$ cat src/rtl/reg_scoreboard_if.sv
// ID-stage scoreboard bundle: decode-side request signals and hazard/shadow results.
// Optional perf counters appear only when SB_PERF_EN is defined.
interface reg_scoreboard_if #(
    parameter int REG_ADDR_W = 5,
    parameter int NUM_REGS   = 32,
    parameter int CNT_W      = 32
);
    logic [REG_ADDR_W-1:0] id_rs1;
    logic [REG_ADDR_W-1:0] id_rs2;
    logic                  id_use_rs1;
    logic                  id_use_rs2;
    logic                  id_branch;
    logic                  id_jump;
    logic                  id_valid;
    logic [REG_ADDR_W-1:0] id_rd;
    logic                  id_reg_we;
    logic                  id_is_load;
    logic                  flush;
    logic                  freeze;
    logic                  stall;
    logic [NUM_REGS-1:0]   pending_mask;
    logic [REG_ADDR_W-1:0] ex_rd;
    logic [REG_ADDR_W-1:0] mem_rd;
    logic [REG_ADDR_W-1:0] wb_rd;
`ifdef SB_PERF_EN
    logic [CNT_W-1:0]      stall_cycles;
    logic [CNT_W-1:0]      load_use_cnt;
`endif

    modport master (
        output id_rs1, id_rs2, id_use_rs1, id_use_rs2,
        output id_branch, id_jump, id_valid, id_rd,
        output id_reg_we, id_is_load, flush, freeze,
        input  stall, pending_mask, ex_rd, mem_rd, wb_rd
`ifdef SB_PERF_EN
        , input stall_cycles, load_use_cnt
`endif
    );

    modport slave (
        input  id_rs1, id_rs2, id_use_rs1, id_use_rs2,
        input  id_branch, id_jump, id_valid, id_rd,
        input  id_reg_we, id_is_load, flush, freeze,
        output stall, pending_mask, ex_rd, mem_rd, wb_rd
`ifdef SB_PERF_EN
        , output stall_cycles, load_use_cnt
`endif
    );
endinterface

$ cat src/rtl/reg_scoreboard.sv
// Shadow EX/MEM/WB destination tracker driving the ID data-hazard interlock.
// Optional macro SB_PERF_EN adds saturating stall / load-use event counters.
module reg_scoreboard #(
    parameter int REG_ADDR_W = 5,
    parameter int NUM_REGS   = 32,
    parameter int CNT_W      = 32
) (
    input logic           clk,
    input logic           rst_n,
    reg_scoreboard_if.slave sb
);
    typedef struct packed {
        logic                  valid;
        logic [REG_ADDR_W-1:0] rd;
        logic                  we;
        logic                  ld;
    } slot_t;

    if (NUM_REGS != 2**REG_ADDR_W || CNT_W < 1) begin : g_bad_cfg
        $error("reg_scoreboard: bad parameters");
    end

    slot_t ex_q, mem_q, wb_q, ex_d;

    logic ex1, ex2, mem1, mem2;
    logic load_use, ctrl_ex, ctrl_mem, stall_w;
    logic [NUM_REGS-1:0] mask_w;

    function automatic logic hit(slot_t s, logic [REG_ADDR_W-1:0] rs);
        return (rs != '0) && s.valid && s.we && (s.rd == rs);
    endfunction

    always_comb begin
        ex1  = hit(ex_q, sb.id_rs1);
        ex2  = hit(ex_q, sb.id_rs2);
        mem1 = hit(mem_q, sb.id_rs1) && mem_q.ld;
        mem2 = hit(mem_q, sb.id_rs2) && mem_q.ld;
        load_use = ex_q.ld && ((sb.id_use_rs1 && ex1) ||
                               (sb.id_use_rs2 && ex2));
        ctrl_ex  = (sb.id_branch && (ex1 || ex2)) ||
                   (sb.id_jump && ex1);
        ctrl_mem = (sb.id_branch && (mem1 || mem2)) ||
                   (sb.id_jump && mem1);
        // flush kills the ID instruction, so it can never need a stall
        stall_w = sb.id_valid && !sb.flush &&
                  (load_use || ctrl_ex || ctrl_mem);
    end

    always_comb begin
        ex_d       = '0;
        ex_d.valid = sb.id_valid && !stall_w && !sb.flush;
        ex_d.rd    = sb.id_rd;
        ex_d.we    = sb.id_reg_we;
        ex_d.ld    = sb.id_is_load;
    end

    always_comb begin
        mask_w = '0;
        if (ex_q.valid && ex_q.we && ex_q.rd != '0)
            mask_w[ex_q.rd] = 1'b1;
        if (mem_q.valid && mem_q.we && mem_q.rd != '0)
            mask_w[mem_q.rd] = 1'b1;
        if (wb_q.valid && wb_q.we && wb_q.rd != '0)
            mask_w[wb_q.rd] = 1'b1;
    end

    always_ff @(posedge clk or negedge rst_n) begin
        if (!rst_n) begin
            ex_q  <= '0;
            mem_q <= '0;
            wb_q  <= '0;
        end else if (!sb.freeze) begin
            wb_q  <= mem_q;
            mem_q <= ex_q;
            ex_q  <= ex_d;
        end
    end

    assign sb.stall        = stall_w;
    assign sb.pending_mask = mask_w;
    assign sb.ex_rd        = ex_q.valid  ? ex_q.rd  : '0;
    assign sb.mem_rd       = mem_q.valid ? mem_q.rd : '0;
    assign sb.wb_rd        = wb_q.valid  ? wb_q.rd  : '0;

`ifdef SB_PERF_EN
    logic [CNT_W-1:0] stall_cnt_q, lu_cnt_q;
    logic             lu_prev_q;
    logic             lu_stall;

    assign lu_stall = sb.id_valid && !sb.flush && load_use;

    always_ff @(posedge clk or negedge rst_n) begin
        if (!rst_n) begin
            stall_cnt_q <= '0;
            lu_cnt_q    <= '0;
            lu_prev_q   <= 1'b0;
        end else begin
            lu_prev_q <= lu_stall;
            if (stall_w && !sb.freeze && !(&stall_cnt_q))
                stall_cnt_q <= stall_cnt_q + 1'b1;
            if (lu_stall && !lu_prev_q && !(&lu_cnt_q))
                lu_cnt_q <= lu_cnt_q + 1'b1;
        end
    end

    assign sb.stall_cycles = stall_cnt_q;
    assign sb.load_use_cnt = lu_cnt_q;
`endif
endmodule

$ cat src/flat_wrapper.sv
// flat-port wrapper written by rule: the top's interface ports become plain ports
module reg_scoreboard_flat 
#(
    parameter int REG_ADDR_W = 5,
    parameter int NUM_REGS   = 32,
    parameter int CNT_W      = 32
)
  (clk, rst_n, sb_id_rs1, sb_id_rs2, sb_id_use_rs1, sb_id_use_rs2, sb_id_branch, sb_id_jump, sb_id_valid, sb_id_rd, sb_id_reg_we, sb_id_is_load, sb_flush, sb_freeze, sb_stall, sb_pending_mask, sb_ex_rd, sb_mem_rd, sb_wb_rd);
  reg_scoreboard_if #(.REG_ADDR_W(REG_ADDR_W), .NUM_REGS(NUM_REGS), .CNT_W(CNT_W)) sb_i ();
  input logic clk;
  input logic rst_n;
  input wire logic [$bits(sb_i.id_rs1)-1:0] sb_id_rs1;
  input wire logic [$bits(sb_i.id_rs2)-1:0] sb_id_rs2;
  input wire logic [$bits(sb_i.id_use_rs1)-1:0] sb_id_use_rs1;
  input wire logic [$bits(sb_i.id_use_rs2)-1:0] sb_id_use_rs2;
  input wire logic [$bits(sb_i.id_branch)-1:0] sb_id_branch;
  input wire logic [$bits(sb_i.id_jump)-1:0] sb_id_jump;
  input wire logic [$bits(sb_i.id_valid)-1:0] sb_id_valid;
  input wire logic [$bits(sb_i.id_rd)-1:0] sb_id_rd;
  input wire logic [$bits(sb_i.id_reg_we)-1:0] sb_id_reg_we;
  input wire logic [$bits(sb_i.id_is_load)-1:0] sb_id_is_load;
  input wire logic [$bits(sb_i.flush)-1:0] sb_flush;
  input wire logic [$bits(sb_i.freeze)-1:0] sb_freeze;
  output wire logic [$bits(sb_i.stall)-1:0] sb_stall;
  output wire logic [$bits(sb_i.pending_mask)-1:0] sb_pending_mask;
  output wire logic [$bits(sb_i.ex_rd)-1:0] sb_ex_rd;
  output wire logic [$bits(sb_i.mem_rd)-1:0] sb_mem_rd;
  output wire logic [$bits(sb_i.wb_rd)-1:0] sb_wb_rd;
  assign sb_i.id_rs1 = sb_id_rs1;
  assign sb_i.id_rs2 = sb_id_rs2;
  assign sb_i.id_use_rs1 = sb_id_use_rs1;
  assign sb_i.id_use_rs2 = sb_id_use_rs2;
  assign sb_i.id_branch = sb_id_branch;
  assign sb_i.id_jump = sb_id_jump;
  assign sb_i.id_valid = sb_id_valid;
  assign sb_i.id_rd = sb_id_rd;
  assign sb_i.id_reg_we = sb_id_reg_we;
  assign sb_i.id_is_load = sb_id_is_load;
  assign sb_i.flush = sb_flush;
  assign sb_i.freeze = sb_freeze;
  assign sb_stall = sb_i.stall;
  assign sb_pending_mask = sb_i.pending_mask;
  assign sb_ex_rd = sb_i.ex_rd;
  assign sb_mem_rd = sb_i.mem_rd;
  assign sb_wb_rd = sb_i.wb_rd;
  reg_scoreboard #(.REG_ADDR_W(REG_ADDR_W), .NUM_REGS(NUM_REGS), .CNT_W(CNT_W)) u_core (.clk(clk), .rst_n(rst_n), .sb(sb_i));
endmodule
$ cat config.mk
export PLATFORM = sky130hd
export DESIGN_NAME = reg_scoreboard_flat
export DESIGN_NICKNAME = d
export VERILOG_FILES = /design/src/rtl/reg_scoreboard_if.sv /design/src/rtl/reg_scoreboard.sv /design/src/flat_wrapper.sv
export SDC_FILE = /design/constraint.sdc
export NUM_CORES = 1
export LEC_CHECK = 0
export CORE_ASPECT_RATIO = 0.7
export CORE_UTILIZATION = 48
export CTS_BUF_LIST = sky130_fd_sc_hd__clkbuf_2 sky130_fd_sc_hd__clkbuf_4 sky130_fd_sc_hd__clkbuf_8
export CTS_CLUSTER_DIAMETER = 150
export CTS_CLUSTER_SIZE = 8
export DETAILED_ROUTE_END_ITERATION = 16
export PLACE_DENSITY = 0.94
export SLEW_MARGIN = 20
export SYNTH_ARGS = -nofsm -noshare
export SYNTH_HDL_FRONTEND = slang
export SYNTH_SLANG_ARGS = --single-unit
$ cat constraint.sdc
create_clock -name clk -period 4.1 [get_ports clk]
set_clock_uncertainty 0.15 [all_clocks]
set_input_delay 0.82 -clock clk [delete_from_list [all_inputs] [get_ports clk]]
set_output_delay 0.82 -clock clk [all_outputs]
set_load 0.1 [all_outputs]
* Word-level counts from Yosys, hierarchy flattened
Cells that the tools add are included.
** Storage, ports and cells
- Bits of input ports :: 26
- Output and inout port bits :: 48
- Logic and storage cells :: 83
- Bits in registers :: 23
** Cells by class
- Mux-type cells :: 12
- Reduce and logical (&&, ||, !) cells :: 48
- Magnitude comparators :: 6
- Eq/ne operators :: 4
- Bitwise operators :: 2
** Operators with widths (number)
- 32-bit two-way mux :: 3
- 32-bit OR :: 2
- 1-bit logical AND :: 34
- 5-bit nonzero test :: 5
- 5-bit equality test :: 4
- 5-bit by 6-bit less-than comparator with 1-bit output, second input constant :: 3
- 1-bit demux with 5-bit select :: 3
- 5-bit by 1-bit greater-or-equal comparator with 1-bit output, second input constant :: 3
- 5-bit two-way mux :: 3
- 1-bit logical OR :: 7
- 1-bit two-way mux :: 3
- 1-bit logical NOT :: 2

* Longest topological paths before layout
- Word-level depth :: 13
- Mapped depth :: 7

* Worst setup path after synthesis
No wires, ideal clock.
- Path kind :: register to output
- Start point :: register u_core.ex_q[3] in the netlist's numbering
- End point :: output sb_pending_mask[7]
- Arrival time :: 3.881 ns
- Required time :: 3.130 ns
- Path slack :: -0.751 ns
- Stages on the path, launching flop included :: 6
- Path through :: dfrtp_1 and2_1 nand2_1 nor2_1 inv_1 o21ai_0
** Between the ends
- Word-level cells in the longest chain between the ends :: 9
- Elaborated cells on any way between the ends :: 12
** Ends and longest elaborated chain
- start: declaration :: line reg_scoreboard.sv:23 : slot_t ex_q, mem_q, wb_q, ex_d;
- start signal: assignment :: line reg_scoreboard.sv:69 : ex_q <= '0;
- start signal: assignment :: line reg_scoreboard.sv:75 : ex_q <= ex_d;
- 5-bit by 6-bit less-than comparator with 1-bit output (implied by the code) / 5-bit by 1-bit greater-or-equal comparator with 1-bit output (equally long branches) :: line reg_scoreboard.sv:60 : mask_w[ex_q.rd] = 1'b1;
- 1-bit logical AND (implied by the code) :: line reg_scoreboard.sv:60
- 1-bit two-way mux (implied by the code) :: line reg_scoreboard.sv:60
- 1-bit demux with 5-bit select
- 32-bit two-way mux (*) :: line reg_scoreboard.sv:59 : if (ex_q.valid && ex_q.we && ex_q.rd != '0)
- 32-bit OR (no line)
- 32-bit two-way mux (*) :: line reg_scoreboard.sv:61 : if (mem_q.valid && mem_q.we && mem_q.rd != '0)
- 32-bit OR (no line)
- 32-bit two-way mux (*) :: line reg_scoreboard.sv:63 : if (wb_q.valid && wb_q.we && wb_q.rd != '0)
- end: declaration :: line flat_wrapper.sv:25 : output wire logic [$bits(sb_i.pending_mask)-1:0] sb_pending_mask;
Mark *: on every way between the ends. The rest lies on a longest branch, timed or not.

* Worst setup path after layout
- Start point :: input sb_id_rs2[0]
- End point :: output sb_stall
** Between the ends
- Word-level cells in the longest chain between the ends :: 10
- Elaborated cells on any way between the ends :: 22
** Ends and longest elaborated chain
- start: declaration :: line flat_wrapper.sv:13 : input wire logic [$bits(sb_i.id_rs2)-1:0] sb_id_rs2;
- 5-bit nonzero test :: line reg_scoreboard.sv:30 : return (rs != '0) && s.valid && s.we && (s.rd == rs);
- 1-bit logical AND (3 in series) :: line reg_scoreboard.sv:30
- 1-bit logical AND (tied with other cells) :: line reg_scoreboard.sv:39 : (sb.id_use_rs2 && ex2));
- 1-bit logical OR (tied with other cells) :: line reg_scoreboard.sv:38 : load_use = ex_q.ld && ((sb.id_use_rs1 && ex1) ||
- 1-bit logical AND (tied with other cells) :: line reg_scoreboard.sv:38
- 1-bit logical OR (on tied branches) :: line reg_scoreboard.sv:46, reg_scoreboard.sv:42
- 1-bit logical OR (*) :: line reg_scoreboard.sv:46 : (load_use || ctrl_ex || ctrl_mem);
- 1-bit logical AND (*) :: line reg_scoreboard.sv:45 : stall_w = sb.id_valid && !sb.flush &&
- end: declaration :: line flat_wrapper.sv:24 : output wire logic [$bits(sb_i.stall)-1:0] sb_stall;
Marks and branches as above.

==> flow_metrics.env <==
export IMPL_dp_hpwl_mm=5.16
export IMPL_cap_violations=0
export IMPL_first_pass_iters=7
export IMPL_synth_cell_types=41
export IMPL_areaGrowthSynthToFinish_pct=32.6
export IMPL_rsz0062_at_grt="no"
export IMPL_grt_max_degree=29
export IMPL_wl_mm=7.07
export IMPL_p_per_area_nw_per_um2=305
export IMPL_antenna_cells=0
export IMPL_critical_path_endpoint_type="primary output"
export IMPL_ioPinCount=74
export IMPL_antenna_found_initial=0
export IMPL_fp_dieH_um=57.5
export IMPL_die_area_um2=4670
export IMPL_p_seq_frac=0.400
export IMPL_cts_root_buf="clkbuf_8"
export IMPL_holdPathStages=1
export IMPL_final_core_util=0.689
export IMPL_worstPathRequired_ps=3130
export IMPL_worst_slew_pin_transition_ps=1040
export IMPL_drt_initial_drc_count=319
export IMPL_wire_per_inst_um=19.1
export IMPL_synth_seq_cells=23
export IMPL_critical_path_class="in -> out"
export IMPL_numCtsBuffers=3
export IMPL_synth_cells=260
export IMPL_syn_area_um2=2110
export IMPL_report_final_slew_viol_count=0
export IMPL_swShare=0.465
export IMPL_numClockSinks=23
export IMPL_synth_adder_area_share=0
export IMPL_pwr_share_clk=0.165
export IMPL_ir_worst_vdd_mv=0.314
export IMPL_first_global_vias=2288
export IMPL_num_fill_cells=332
export IMPL_syn_num_nets=286
export IMPL_worstSetupStartpointType="input pin"
export IMPL_cts_tree="built"
export IMPL_synth_compound_area_share=0.200
export IMPL_slew_headroom=0.305
export IMPL_p_switching_uw=397
export IMPL_synth_xor_xnor_area_share=0.0664
export IMPL_setup_violations=0
export IMPL_r2r_cells=5
export IMPL_place_port_buffers=72
export IMPL_cp_max_fo=4
export IMPL_synth_area_per_cell_um2=8.12
export IMPL_cts_resized=0
export IMPL_place_congestion=0.955
export IMPL_final_antenna_net_count=0
export IMPL_cts_setup_buffers=0
export IMPL_ys_seq_area_frac=0.273
export IMPL_hold_path_class="reg -> reg"
export IMPL_internal_power_uw=457
export IMPL_max_freq_ghz=0.264
export IMPL_leakage_nw=1.10
export IMPL_fin_crit_ps=3780
export IMPL_clock_latency_ps=250
export IMPL_drc=0
export IMPL_status="completed"
export IMPL_fin_hold_ws_ps=399
export IMPL_clk_transition_reported_paths_ps=70
export IMPL_cp_data_arrival_time_ps=2810
export IMPL_cts_max_level=1
export IMPL_layoutNonFillerInstCount=370
export IMPL_grtUsageTotal=0.317
export IMPL_placed_cells=366
export IMPL_num_vias=2374
export IMPL_cts_hold_buf=0
export IMPL_die_w_um=81.3
export IMPL_hold_viol=0
export IMPL_rows=19
export IMPL_place_area_um2=2750
export IMPL_synthMuxAreaShare=0.0960
export IMPL_synth_top_family_by_area="simple AND/OR/NAND/NOR gates"
export IMPL_synth_simple_gate_area_frac=0.307
export IMPL_overflow=0
export IMPL_pwr_share_comb=0.435
export IMPL_final_area_um2=2800
export IMPL_core_um2=4070
export IMPL_nets=345
export IMPL_start_util=0.520
export IMPL_clock_path_buffers=2
export IMPL_period_share=0.923
export IMPL_yosysWarnings=0
export IMPL_viasPerCell=6.42
export IMPL_drive_gt1_frac=0.220
export IMPL_grt_first_pass_wirelength_mm=11.2
## kinds of logic (layout without fill, tap and decap cells)
kind of cell | Yosys count | count (layout)
buffers and inverters | 30 | 88
muxes | 18 | 18
and+or+nand+nor | 118 | 118
xor gates and xnor gates | 16 | 16
DFF | 23 | 23
other | 1 | 1
AOI/OAI and AO/OA | 54 | 54
## registers in the layout, summed over array words and instances, names as in the netlist
name,flops
u_core.wb_q,7
u_core.mem_q,8
u_core.ex_q,8
## layout by cell type, fill, tap and decap left out, drive strengths merged, types with 3 or more instances in the layout
cell           instances
nor3b                  8
a22oi                  7
buf                   39
o211ai                 5
clkdlybuf4s50         34
o221ai                16
mux2                  18
nand3                 10
and2                  18
nor3                   9
nand2                 32
nor2                  11
inv                   11
o21ai                 12
or4                    3
and3                   3
clkbuf                 4
a21oi                  3
nor2b                  5
nand4                  3
nor4                   3
a221o                  4
xnor2                 16
dfrtp                 23
nand3b                 7
## synthesized netlist by cell type (all sizes together)
cell type / number / area (um^2)
a21oi: 3 / 15.0
a221o: 4 / 40.0
a221oi: 1 / 15.0
a222oi: 2 / 20.0
a22oi: 7 / 52.6
a31oi: 1 / 6.26
a32oi: 1 / 8.76
a41o: 1 / 10.0
and2: 18 / 113
and3: 3 / 18.8
and4b: 1 / 10.0
buf: 4 / 21.3
clkbuf: 15 / 56.3
conb: 1 / 3.75
dfrtp: 23 / 576
inv: 11 / 41.3
mux2: 18 / 203
nand2: 32 / 120
nand2b: 2 / 12.5
nand3: 10 / 50.1
nand3b: 7 / 52.6
nand4: 3 / 18.8
nand4b: 1 / 8.76
nor2: 11 / 41.3
nor2b: 5 / 31.3
nor3: 9 / 45.0
nor3b: 8 / 60.1
nor4: 3 / 25.0
o211ai: 5 / 47.5
o21ai: 12 / 60.1
o221ai: 16 / 140
o22ai: 1 / 6.26
or3: 2 / 12.5
or4: 3 / 30.0
xnor2: 16 / 140
## power by group through the flow
stage,logic [mW],registers (mW),clock network [mW]
after floorplan,0.315,0.281,0
after global routing,0.391,0.347,0.153
after global placement,0.360,0.337,0
after detailed placement,0.367,0.341,0
final,0.371,0.342,0.140
after CTS,0.369,0.337,0.144
## path summary, 6_finish.rpt
kind | start | slack [ps] | to
worst min-delay path | u_core.wb_q[1]$_DFFE_PN0N_ | 400 | u_core.wb_q[1]$_DFFE_PN0N_
min in group asynchronous | rst_n | 960 | u_core.ex_q[0]$_DFFE_PN0N_
worst max register to register | u_core.ex_q[6]$_DFFE_PN0N_ | 1990 | u_core.ex_q[7]$_DFFE_PN0N_
worst max-delay path | sb_id_rs2[0] | 320 | sb_stall
max in group asynchronous | rst_n | 2240 | u_core.wb_q[6]$_DFFE_PN0N_
worst min register to register | u_core.wb_q[1]$_DFFE_PN0N_ | 400 | u_core.wb_q[1]$_DFFE_PN0N_
## critical path, stage by stage
cell             delay [ps]
clkdlybuf4s50_1         490
or4_4                   570
nor2_1                  140
nor4_2                   90
a221oi_2                350
a31oi_2                 160
buf_12                  190
## layout make-up
class,count,area [um^2],share of cell area
Clock buffer,4,48.8,0.0174
Inverter,11,41.3,0.0147
Multi-Input combinational cell,207,1430,0.509
Sequential cell,23,576,0.205
Tap cell,52,65.1,0.0232
Timing Repair Buffer,73,646,0.230
## metrics by stage
step / worst slack (ps) / TNS (ps) / power [mW]
CTS: 312 / 0 / 0.849
floorplan: -80.9 / -150 / 0.596
finish: 318 / 0 / 0.854
global placement: 355 / 0 / 0.696
global route: 228 / 0 / 0.892
detailed placement: 329 / 0 / 0.708
## layer usage
metal | up-vias | GRT usage | share of wire
met5 | - | 0 | 0
met4 | 0 | 0.0995 | 0.010
met3 | 11 | 0.0512 | 0.12
met2 | 183 | 0.489 | 0.45
met1 | 1108 | 0.452 | 0.42
li1 | 1072 | - | -
Power figures use the tool's default switching activity.
